**src/rtl/seg_digit_scanner.sv**
```systemverilog
// Four-digit multiplexed display scanner with a host-written shadow register that is
// copied to the displayed register only at a frame boundary, plus leading-zero blanking.
module seg_digit_scanner #(
    parameter int SCAN_DIV = 50000
) (
    input  logic       clk,
    input  logic       rst,
    input  logic       wr_en,
    input  logic [1:0] wr_addr,
    input  logic [3:0] wr_data,
    input  logic       commit,
    input  logic       lz_blank,
    output logic       commit_pend,
    output logic       x0,
    output logic       x1,
    output logic       x2,
    output logic       x3,
    output logic [3:0] an
);

    localparam int CNT_W = (SCAN_DIV > 1) ? $clog2(SCAN_DIV) : 1;
    localparam logic [CNT_W-1:0] CNT_MAX = CNT_W'(SCAN_DIV - 1);

    logic [CNT_W-1:0]  count;
    logic [1:0]        idx;
    logic [3:0][3:0]   shadow;
    logic [3:0][3:0]   active;

    logic              tick;
    logic              frame_boundary;
    logic              do_copy;
    logic [1:0]        idx_p0;
    logic [3:0][3:0]   active_p0;
    logic [3:0]        code_p0;
    logic [3:0]        an_p0;
    logic [3:0]        code_p1;
    logic [3:0]        an_p1;

    // Slot k is dark when blanking is on, k is not the rightmost digit, and every
    // digit from k up to the leftmost is zero.
    function automatic logic slot_blanked(input logic [1:0] k,
                                          input logic [3:0][3:0] act,
                                          input logic lz);
        logic nonzero;
        nonzero = 1'b0;
        for (int j = 0; j < 4; j++) begin
            if (j >= int'(k) && act[j] != 4'd0)
                nonzero = 1'b1;
        end
        return lz && (k != 2'd0) && !nonzero;
    endfunction

    assign tick           = (count == CNT_MAX);
    assign frame_boundary = tick && (idx == 2'd3);
    assign do_copy        = frame_boundary && (commit_pend || commit);

    // Stage p0: next slot/active values, so registered outputs track them with no extra lag
    always_comb begin
        idx_p0    = tick ? idx + 2'd1 : idx;
        active_p0 = do_copy ? shadow : active;
        code_p0   = active_p0[idx_p0];
        an_p0     = slot_blanked(idx_p0, active_p0, lz_blank) ? 4'b0000
                                                              : (4'b0001 << idx_p0);
    end

    // Stage p1: state and output registers
    always_ff @(posedge clk) begin
        if (rst) begin
            count       <= '0;
            idx         <= 2'd0;
            shadow      <= '0;
            active      <= '0;
            commit_pend <= 1'b0;
            code_p1     <= 4'd0;
            an_p1       <= 4'b0001;
        end else begin
            count       <= tick ? '0 : count + 1'b1;
            idx         <= idx_p0;
            active      <= active_p0;
            if (frame_boundary)
                commit_pend <= 1'b0;
            else if (commit)
                commit_pend <= 1'b1;
            if (wr_en)
                shadow[wr_addr] <= wr_data;
            code_p1     <= code_p0;
            an_p1       <= an_p0;
        end
    end

    assign {x0, x1, x2, x3} = code_p1;
    assign an               = an_p1;

endmodule

```
**config.mk**
```make
export PLATFORM = sky130hd
export DESIGN_NAME = seg_digit_scanner
export DESIGN_NICKNAME = d
export VERILOG_FILES = /design/src/rtl/seg_digit_scanner.sv
export SDC_FILE = /design/constraint.sdc
export NUM_CORES = 1
export LEC_CHECK = 0
export BUFFER_PORTS_ARGS = -buffer_cell sky130_fd_sc_hd__buf_2
export CAP_MARGIN = 20
export CELL_PAD_IN_SITES_DETAIL_PLACEMENT = 0
export CELL_PAD_IN_SITES_GLOBAL_PLACEMENT = 1
export CORE_UTILIZATION = 45
export DETAILED_ROUTE_END_ITERATION = 12
export PLACE_DENSITY_LB_ADDON = 0.1
export SLEW_MARGIN = 20
export SYNTH_ARGS = -nofsm -noshare
export SYNTH_HDL_FRONTEND = slang
export SYNTH_SLANG_ARGS = --single-unit
```
**constraint.sdc**
```tcl
create_clock -name clk -period 2.5 [get_ports clk]
set_clock_uncertainty 0.2 [all_clocks]
set_input_delay 0.5 -clock clk [delete_from_list [all_inputs] [get_ports clk]]
set_output_delay 0.5 -clock clk [all_outputs]
set_load 0.1 [all_outputs]
```
# Word level (Yosys, flattened, before mapping)

Cells that the tools add are included.

Reductions and logical operators: 18
Magnitude comparators: 6
Shift-type cells: 1
$add $sub $neg: 2
Equality and inequality tests: 2
Multiplexer cells: 12

Operators with widths:

| cell                    | count |
|---|---|
| $add A16 B1 Y16 const B | 1 |
| $bwmux W16              | 1 |
| $eq A16 B16 Y1 const B  | 1 |
| $mux W16                | 1 |
| $reduce_bool A4 Y1      | 4 |
| $bmux W4 S2             | 1 |
| $demux W4 S2            | 1 |
| $logic_and A1 B1 Y1     | 8 |
| $mux W4                 | 2 |
| $lt A2 B3 Y1 const B    | 2 |
| $reduce_or A2 Y1        | 3 |
| $mux W1                 | 5 |
| $ge A1 B2 Y1 const A    | 2 |
| $shl A1 B2 Y4 const A   | 1 |
| $add A2 B1 Y2 const B   | 1 |
| $eq A2 B2 Y1 const B    | 1 |
| $ge A2 B1 Y1 const B    | 1 |
| $ge A2 B2 Y1 const A    | 1 |
| $mux W2                 | 1 |
| $reduce_bool A2 Y1      | 1 |
| $logic_not A1 Y1        | 1 |
| $logic_or A1 B1 Y1      | 1 |

Bits in registers: 59
Input port bits: 11
Logic and storage cells: 55

# Logic depth before layout (Yosys ltp)

Gate-level depths: netlist of run 1.

Depth after elaboration: 13
Mapped depth: 9

# Worst setup path before layout of run 1

OpenSTA, ideal clock, no wires.

Path kind: reg-to-reg
From: reg commit_pend
To: reg code_p1[0]
Cell stages (with the launch flop): 7
Arrival: 2356 ps
Path slack: -121 ps
Required time: 2235 ps
Library setup time: 65 ps
Clock period less this slack: 2621 ps
Cell sequence: dfxtp_1 -> o21ai_1 -> or2_1 -> buf_6 -> mux2i_1 -> mux4_2 -> nor2_1

Word-level cells in the longest chain between the ends: 5

Ends and longest elaborated chain:

| element                       | RTL line | source |
|---|---|---|
| start: declaration            | 13       | `output logic commit_pend,` |
| start signal: assignment      | 73       | `commit_pend <= 1'b0;` |
| start signal: assignment      | 81       | `commit_pend <= 1'b0;` |
| start signal: assignment      | 83       | `commit_pend <= 1'b1;` |
| $logic_or A1 B1 Y1            | 55       | `assign do_copy = frame_boundary && (commit_pend \|\| commit);` |
| $logic_and A1 B1 Y1           | 55       |  |
| $mux W16                      | 60       | `active_p0 = do_copy ? shadow : active;` |
| $bmux W4 S2                   | 61       | `code_p0 = active_p0[idx_p0];` |
| $mux W4 (implied by the code) | 61       |  |
| end signal: assignment        | 86       | `code_p1 <= code_p0;` |
| end: declaration              | 36       | `logic [3:0] code_p1;` |

Every way passes these cells. The select of a mux whose other input is x is not followed.
A chain may end at the register's enable or synchronous reset.

# Worst setup path after layout of run 1

From: reg count[11]
To: reg code_p1[1]

Word-level cells in the longest chain between the ends: 6
Elaborated cells between the ends (all ways): 7
Classes of those cells: eq/ne (1); mux (4); reduce/logical (2)

Ends and longest elaborated chain:

| element                           | RTL line | source |
|---|---|---|
| start: declaration                | 24       | `logic [CNT_W-1:0] count;` |
| start signal: assignment          | 77       | `count <= tick ? '0 : count + 1'b1;` |
| $eq A16 B16 Y1 (*)                | 53       | `assign tick = (count == CNT_MAX);` |
| $logic_and A1 B1 Y1               | 54       | `assign frame_boundary = tick && (idx == 2'd3);` |
| $logic_and A1 B1 Y1               | 55       |  |
| $mux W16                          | 60       |  |
| $bmux W4 S2 (*)                   | 61       |  |
| $mux W4 (implied by the code) (*) | 61       |  |

Mark *: on every way between the ends. The rest lies on a longest branch, timed or not. The select of a mux whose other input is x is not followed.

==> metrics.cfg, run 1 <==
[sta]
slew_headroom_pct = 64.9
drv_slew = 0
fmax_mhz = 431
setup-violations-final = 0
fin_setup_tns_ps = 0
timing_worst_slew_pin_value_ps = 527
fin_crit_sh_pct = 92.8
finalHoldViolations = 0
fin_crit_ps = 2320
rsz0062_at_grt = false

[yosys]
synth_edf_count = 0
synth_ff_type = dfxtp_1
synth.net_count = 274
yosys_register_bits = 59
synthArstFlopShare_pct = 0
synth_area_um2 = 2490
yosysWarnings = 0
synthDistinctLibCells = 41
synth_area_per_cell_um2 = 9.54
ys_seq_area_share_pct = 47.4
synthCells = 261

[worst_setup_path]
cp_slowest_cell = mux4_2
cp.required_ps = 2570
rr_startpoint = count[11]
crit_path_max_incr_delay_ps = 480
r2r_cells = 6
crit_chain = nor4b_4 -> nand4_2 -> or2_1 -> mux2i_1 -> mux4_2 -> nor2_1
critical_path_class = reg -> reg
rrSetupSlack_ps = 180
cp-start-kind = register
crit_fanout = 10
rr_endpoint = code_p1[1]
cp.arrival_ps = 2390
critPathCaptureType = register

[clock_network]
clkSlewWorstSetupHoldPaths_ps = 60
cts_hold_repair.buffers = 0
post_cts_buffers = 0
htree_levels = 3
clockBufferDepth = 2
cts_sinks = 59
post_cts_resize_count = 0
numCtsBuffers = 9
cts_root_buffer = clkbuf_8
clk_latency_ps = 340
tritoncts = built

[pwr]
powerDensity_nw_per_um2 = 699
ir_worst_vdd_mv = 0.388
finalPower_w = 0.00207
power.leakage_nw = 1.32

[placement]
portBuffers = 19
place_congestion = 0.757
dpl.cell_count = 354
postPlaceCellArea_um2 = 2730
dp_hpwl_mm = 3.59

[global_routing]
grt_pass1_wl_mm = 8.91
grt_max_degree = 35
grt_pass1_vias = 1769
grt_use_total_pct = 20.3
grt_overflow = 0
antenna_found_initial = 0

[finish]
fin_cells = 369
n_antenna_cell = 0
nNetsFinal = 308
design_area_um2 = 2960
final_layout_size_suffix_gt1_share_pct = 19.4
synthToLayoutAreaGrowth_pct = 18.7
fin_util_pct = 56.8

[route]
drc = 0
postRouteAntennaNets = 0
viasPerCell = 5.08
first_iter_violations = 72
vias = 1875
drt_pass1_iterations = 4
wl_mm = 5.23
avgRoutedWirePerCell_um = 14.2

[hold_path]
hp-class = in -> reg
min_from = lz_blank
whs_path_depth = 2
whs_endpoint = an[3]

[floorplanning]
die_h_um = 76.4
coreArea_um2 = 5200
die_w_um = 76.4
floorplan.io_pins = 20
rows = 26
start_util_pct = 47.9
die_area_um2 = 5840

[flow_run]
maxCapViolations = 0

[status]
status = finished, final reports clean

## cells by family after synthesis
kind of cell,share of synthesized area [%]
AOI/OAI and AO/OA,6.58
muxes,15.4
adders and majority gates,1.00
DFF,47.4
and+or+nand+nor,22.0
buffers and inverters,2.71
xor gates and xnor gates,4.87
## synth_stat cells, types with 2 or more instances
cell type	count	area share, %
dfxtp_1	59	47
nor2_1	48	7.2
nand2_1	29	4.4
mux2i_1	28	11
a21oi_1	15	3.0
xor2_1	11	3.9
and3_1	5	1.3
clkbuf_1	5	0.75
nor4_1	5	1.3
inv_1	4	0.60
nand3_1	4	0.80
buf_1	3	0.45
nand4_1	3	0.75
o21ai_1	3	0.60
and4_1	2	0.70
and4bb_1	2	1.0
buf_6	2	0.90
ha_1	2	1.0
mux2_1	2	0.90
mux2_2	2	0.90
mux4_2	2	1.8
nand3b_1	2	0.60
nand4_2	2	1.0
o211ai_1	2	0.60
o21ai_0	2	0.40
or3_1	2	0.50
## state kept, by name, summed over array words and instances (netlist names)
| signal | cells |
|---|---|
| idx | 2 |
| shadow | 16 |
| an | 4 |
| code_p1 | 4 |
| count | 16 |
| commit_pend | 1 |
| active | 16 |
## routing by layer
layer  vias to the layer above  routed length [um]  track usage [%]  part of all wire (%)
met5                         -                   0                0                     0
met1                       865                2760             27.0                    53
met4                         0                  45             8.27                  0.86
met3                         5                 187             7.90                   3.6
met2                        31                2230             29.0                    43
li1                        974                   -                -                     -
## area by class of cell
class / instances / area [um^2]
clock inverters: 5 / 103
inverters: 4 / 15.0
flip-flops and latches: 59 / 1180
fillers: 516 / 2250
well taps: 70 / 87.6
repair buffers: 33 / 200
clock buffers: 10 / 128
multi-input cells: 188 / 1240
## power by group
group | internal (W) | leakage, nW | switching [W]
Clock | 0.000655 | 0.112 | 0.000364
Sequential | 0.000954 | 0.477 | 0.0000139
Combinational | 0.0000301 | 0.728 | 0.0000496
## cells in the final DEF, fill, tap and decap left out, types with 3 or more instances in the layout
| cell | count |
|---|---|
| mux2i_1 | 28 |
| and3_1 | 5 |
| dfxtp_1 | 58 |
| a21oi_1 | 15 |
| buf_4 | 14 |
| inv_1 | 4 |
| nand2_1 | 29 |
| nand4_1 | 3 |
| nor2_1 | 48 |
| nand3_1 | 4 |
| bufinv_16 | 3 |
| nor4_1 | 5 |
| o21ai_1 | 3 |
| clkbuf_8 | 9 |
| buf_2 | 19 |
| xor2_1 | 11 |
## stage by stage
| stage | setup WS, ps | hold slack [ps] |
|---|---|---|
| floorplan | 260 | 213 |
| global placement | 239 | 221 |
| detailed placement | 206 | 230 |
| CTS | 177 | 181 |
| global route | 25.3 | 183 |
| finish | 180 | 187 |
## worst max-delay path: cells and delay by family, from the launching register on
family	cells	cell delay [ps]
flip-flops	1	380
multiplexers	2	690
AND/OR/NAND/NOR	4	980
## how the worst max path moves through the flow
| stage | startpoint | endpoint | slack [ps] | cells after the start |
|---|---|---|---|---|
| final | count[11] | code_p1[1] | 180 | 6 |
| after global routing | count[0] | an[3] | 30 | 8 |
| after CTS | count[2] | an[3] | 180 | 7 |
| after detailed placement | count[0] | code_p1[0] | 210 | 7 |
| after global placement | count[0] | code_p1[1] | 240 | 7 |
| after floorplan | count[0] | code_p1[2] | 260 | 7 |
Note: power is estimated with default switching activity, not from simulation.
==> run 2, diff against run 1 <==
- RECOVER_POWER: not set -> 50
==> run 2 against run 1 <==
  * The flow now finishes with violations (capacitance limit, slew limit)
  * Global-route usage did not move
  * Total power is 0.11% lower
  * Highest routed layer unchanged
  * Final cell count is the same
  * Sequential cell count unchanged
  * Register-to-register slack is essentially flat
==> metrics.cfg, run 2 (synthesis results as in run 1) <==
[status]
status = finished, violations left
violations = capacitance limit, slew limit

[clock_network]
clk_latency_ps = 340
clockBufferDepth = 2
cts_hold_repair.buffers = 0
cts_root_buffer = clkbuf_8
post_cts_buffers = 0
post_cts_resize_count = 0
cts_sinks = 59
htree_levels = 3
clkSlewWorstSetupHoldPaths_ps = 70
tritoncts = built
numCtsBuffers = 9

[route]
postRouteAntennaNets = 0
drc = 0
avgRoutedWirePerCell_um = 14.2
vias = 1861
wl_mm = 5.23
drt_pass1_iterations = 4
viasPerCell = 5.04
first_iter_violations = 59

[worst_setup_path]
rr_startpoint = count[11]
critical_path_class = reg -> reg
cp_slowest_cell = mux4_2
critPathLaunch = count[11]
critPathCaptureType = register
crit_fanout = 10
cp.arrival_ps = 2370
cp_num_buf_inv = 0
crit_path_max_incr_delay_ps = 480
r2r_cells = 6
cp-start-kind = register
path_depth = 6
cp.required_ps = 2560
cp_top_family = simple AND/OR/NAND/NOR gates
crit_chain = nor4b_4 -> nand4_2 -> or2_1 -> mux2i_1 -> mux4_2 -> nor2_1

[floorplanning]
die_area_um2 = 5840
rows = 26
floorplan.io_pins = 20
coreArea_um2 = 5200
die_h_um = 76.4
die_w_um = 76.4
start_util_pct = 47.9

[sta]
fin_crit_ps = 2320
slew_headroom_pct = -0.234
timing_worst_slew_pin_value_ps = 1500
layout_setup_ws_ps = 184
fmax_mhz = 432
drv_slew = 34
setup-violations-final = 0
fin_setup_tns_ps = 0
finalHoldViolations = 0
fin_crit_sh_pct = 92.6
rsz0062_at_grt = false

[finish]
top_regs = active x16, count x16, shadow x16
final_layout_size_suffix_gt1_share_pct = 15.4
n_antenna_cell = 0
mostFrequentLayoutCells = dfxtp_1 (58), nor2_1 (48), nand2_1 (29), mux2i_1 (28), a21oi_1 (15)
n_fill_cell = 525
final_common_cell = dfxtp_1
synthToLayoutAreaGrowth_pct = 17.6
nNetsFinal = 308

[placement]
place_congestion = 0.757
portBuffers = 19
dp_hpwl_mm = 3.59
pre_cts_ws_ps = 206

[global_routing]
grt_pass1_wl_mm = 8.91
grt_overflow = 0
grt_max_degree = 35
grt_pass1_vias = 1769
antenna_found_initial = 0
grt_use_total_pct = 20.3

[pwr]
power.leakage_nw = 1.27
ir_worst_vdd_mv = 0.384
powerDensity_nw_per_um2 = 704

[hold_path]
whs_path_depth = 2
min_from = lz_blank
hp-class = in -> reg

[flow_run]
maxCapViolations = 1

==> run 2: changes by cell type in the layout (fill, tap and decap cells not counted), sizes merged <==
cell,previous run,this run
buf,33,22
clkbuf,10,21
==> run 2: per-layer routing <==
layer | GRT usage (%) | vias to the layer above | wire [um] | share of wire [%]
li1 | - | 973 | - | -
met1 | 27.0 | 853 | 2760 | 53
met2 | 29.0 | 26 | 2200 | 42
met3 | 7.90 | 9 | 205 | 3.9
met4 | 8.27 | 0 | 70 | 1.3
met5 | 0 | - | 0 | 0
==> run 2: where the power goes <==
group,switching (W),internal (W),total [W]
clock network,0.000364,0.000655,0.00102
logic,0.0000492,0.0000285,0.0000777
registers,0.0000138,0.000954,0.000968
==> run 2: stage by stage <==
stage	hold WS, ps	std cells	instance area, um^2	power (W)	util [%]
after floorplan	213	261	2490	0.00104	-
after global placement	221	354	2730	0.00107	52.4
after detailed placement	230	354	2730	0.00107	52.4
after CTS	181	369	2960	0.00209	56.8
after global routing	183	369	2930	0.00215	56.3
final	185	369	2930	0.00206	56.3
==> run 2: final timing paths <==
check / end / slack [ps]
min: an[3] / 180
min reg2reg: count[0] / 240
max: code_p1[1] / 180
max reg2reg: code_p1[1] / 180
==> run 2: layout make-up <==
| type | instances | area (um^2) | area share, % |
|---|---|---|---|
| clock buffer | 10 | 128 | 4.36 |
| clock inverter | 5 | 103 | 3.50 |
| inverter | 4 | 15.0 | 0.512 |
| multi-input combinational | 188 | 1240 | 42.2 |
| sequential | 59 | 1180 | 40.3 |
| tap | 70 | 87.6 | 2.99 |
| timing repair buffer | 33 | 179 | 6.11 |
==> run 2: worst register-to-register path: stages (launching register included) <==
cell and delay (ps):
dfxtp_1 380, nor4b_4 320, nand4_2 120, or2_1 430, mux2i_1 220, mux4_2 480
nor2_1 90
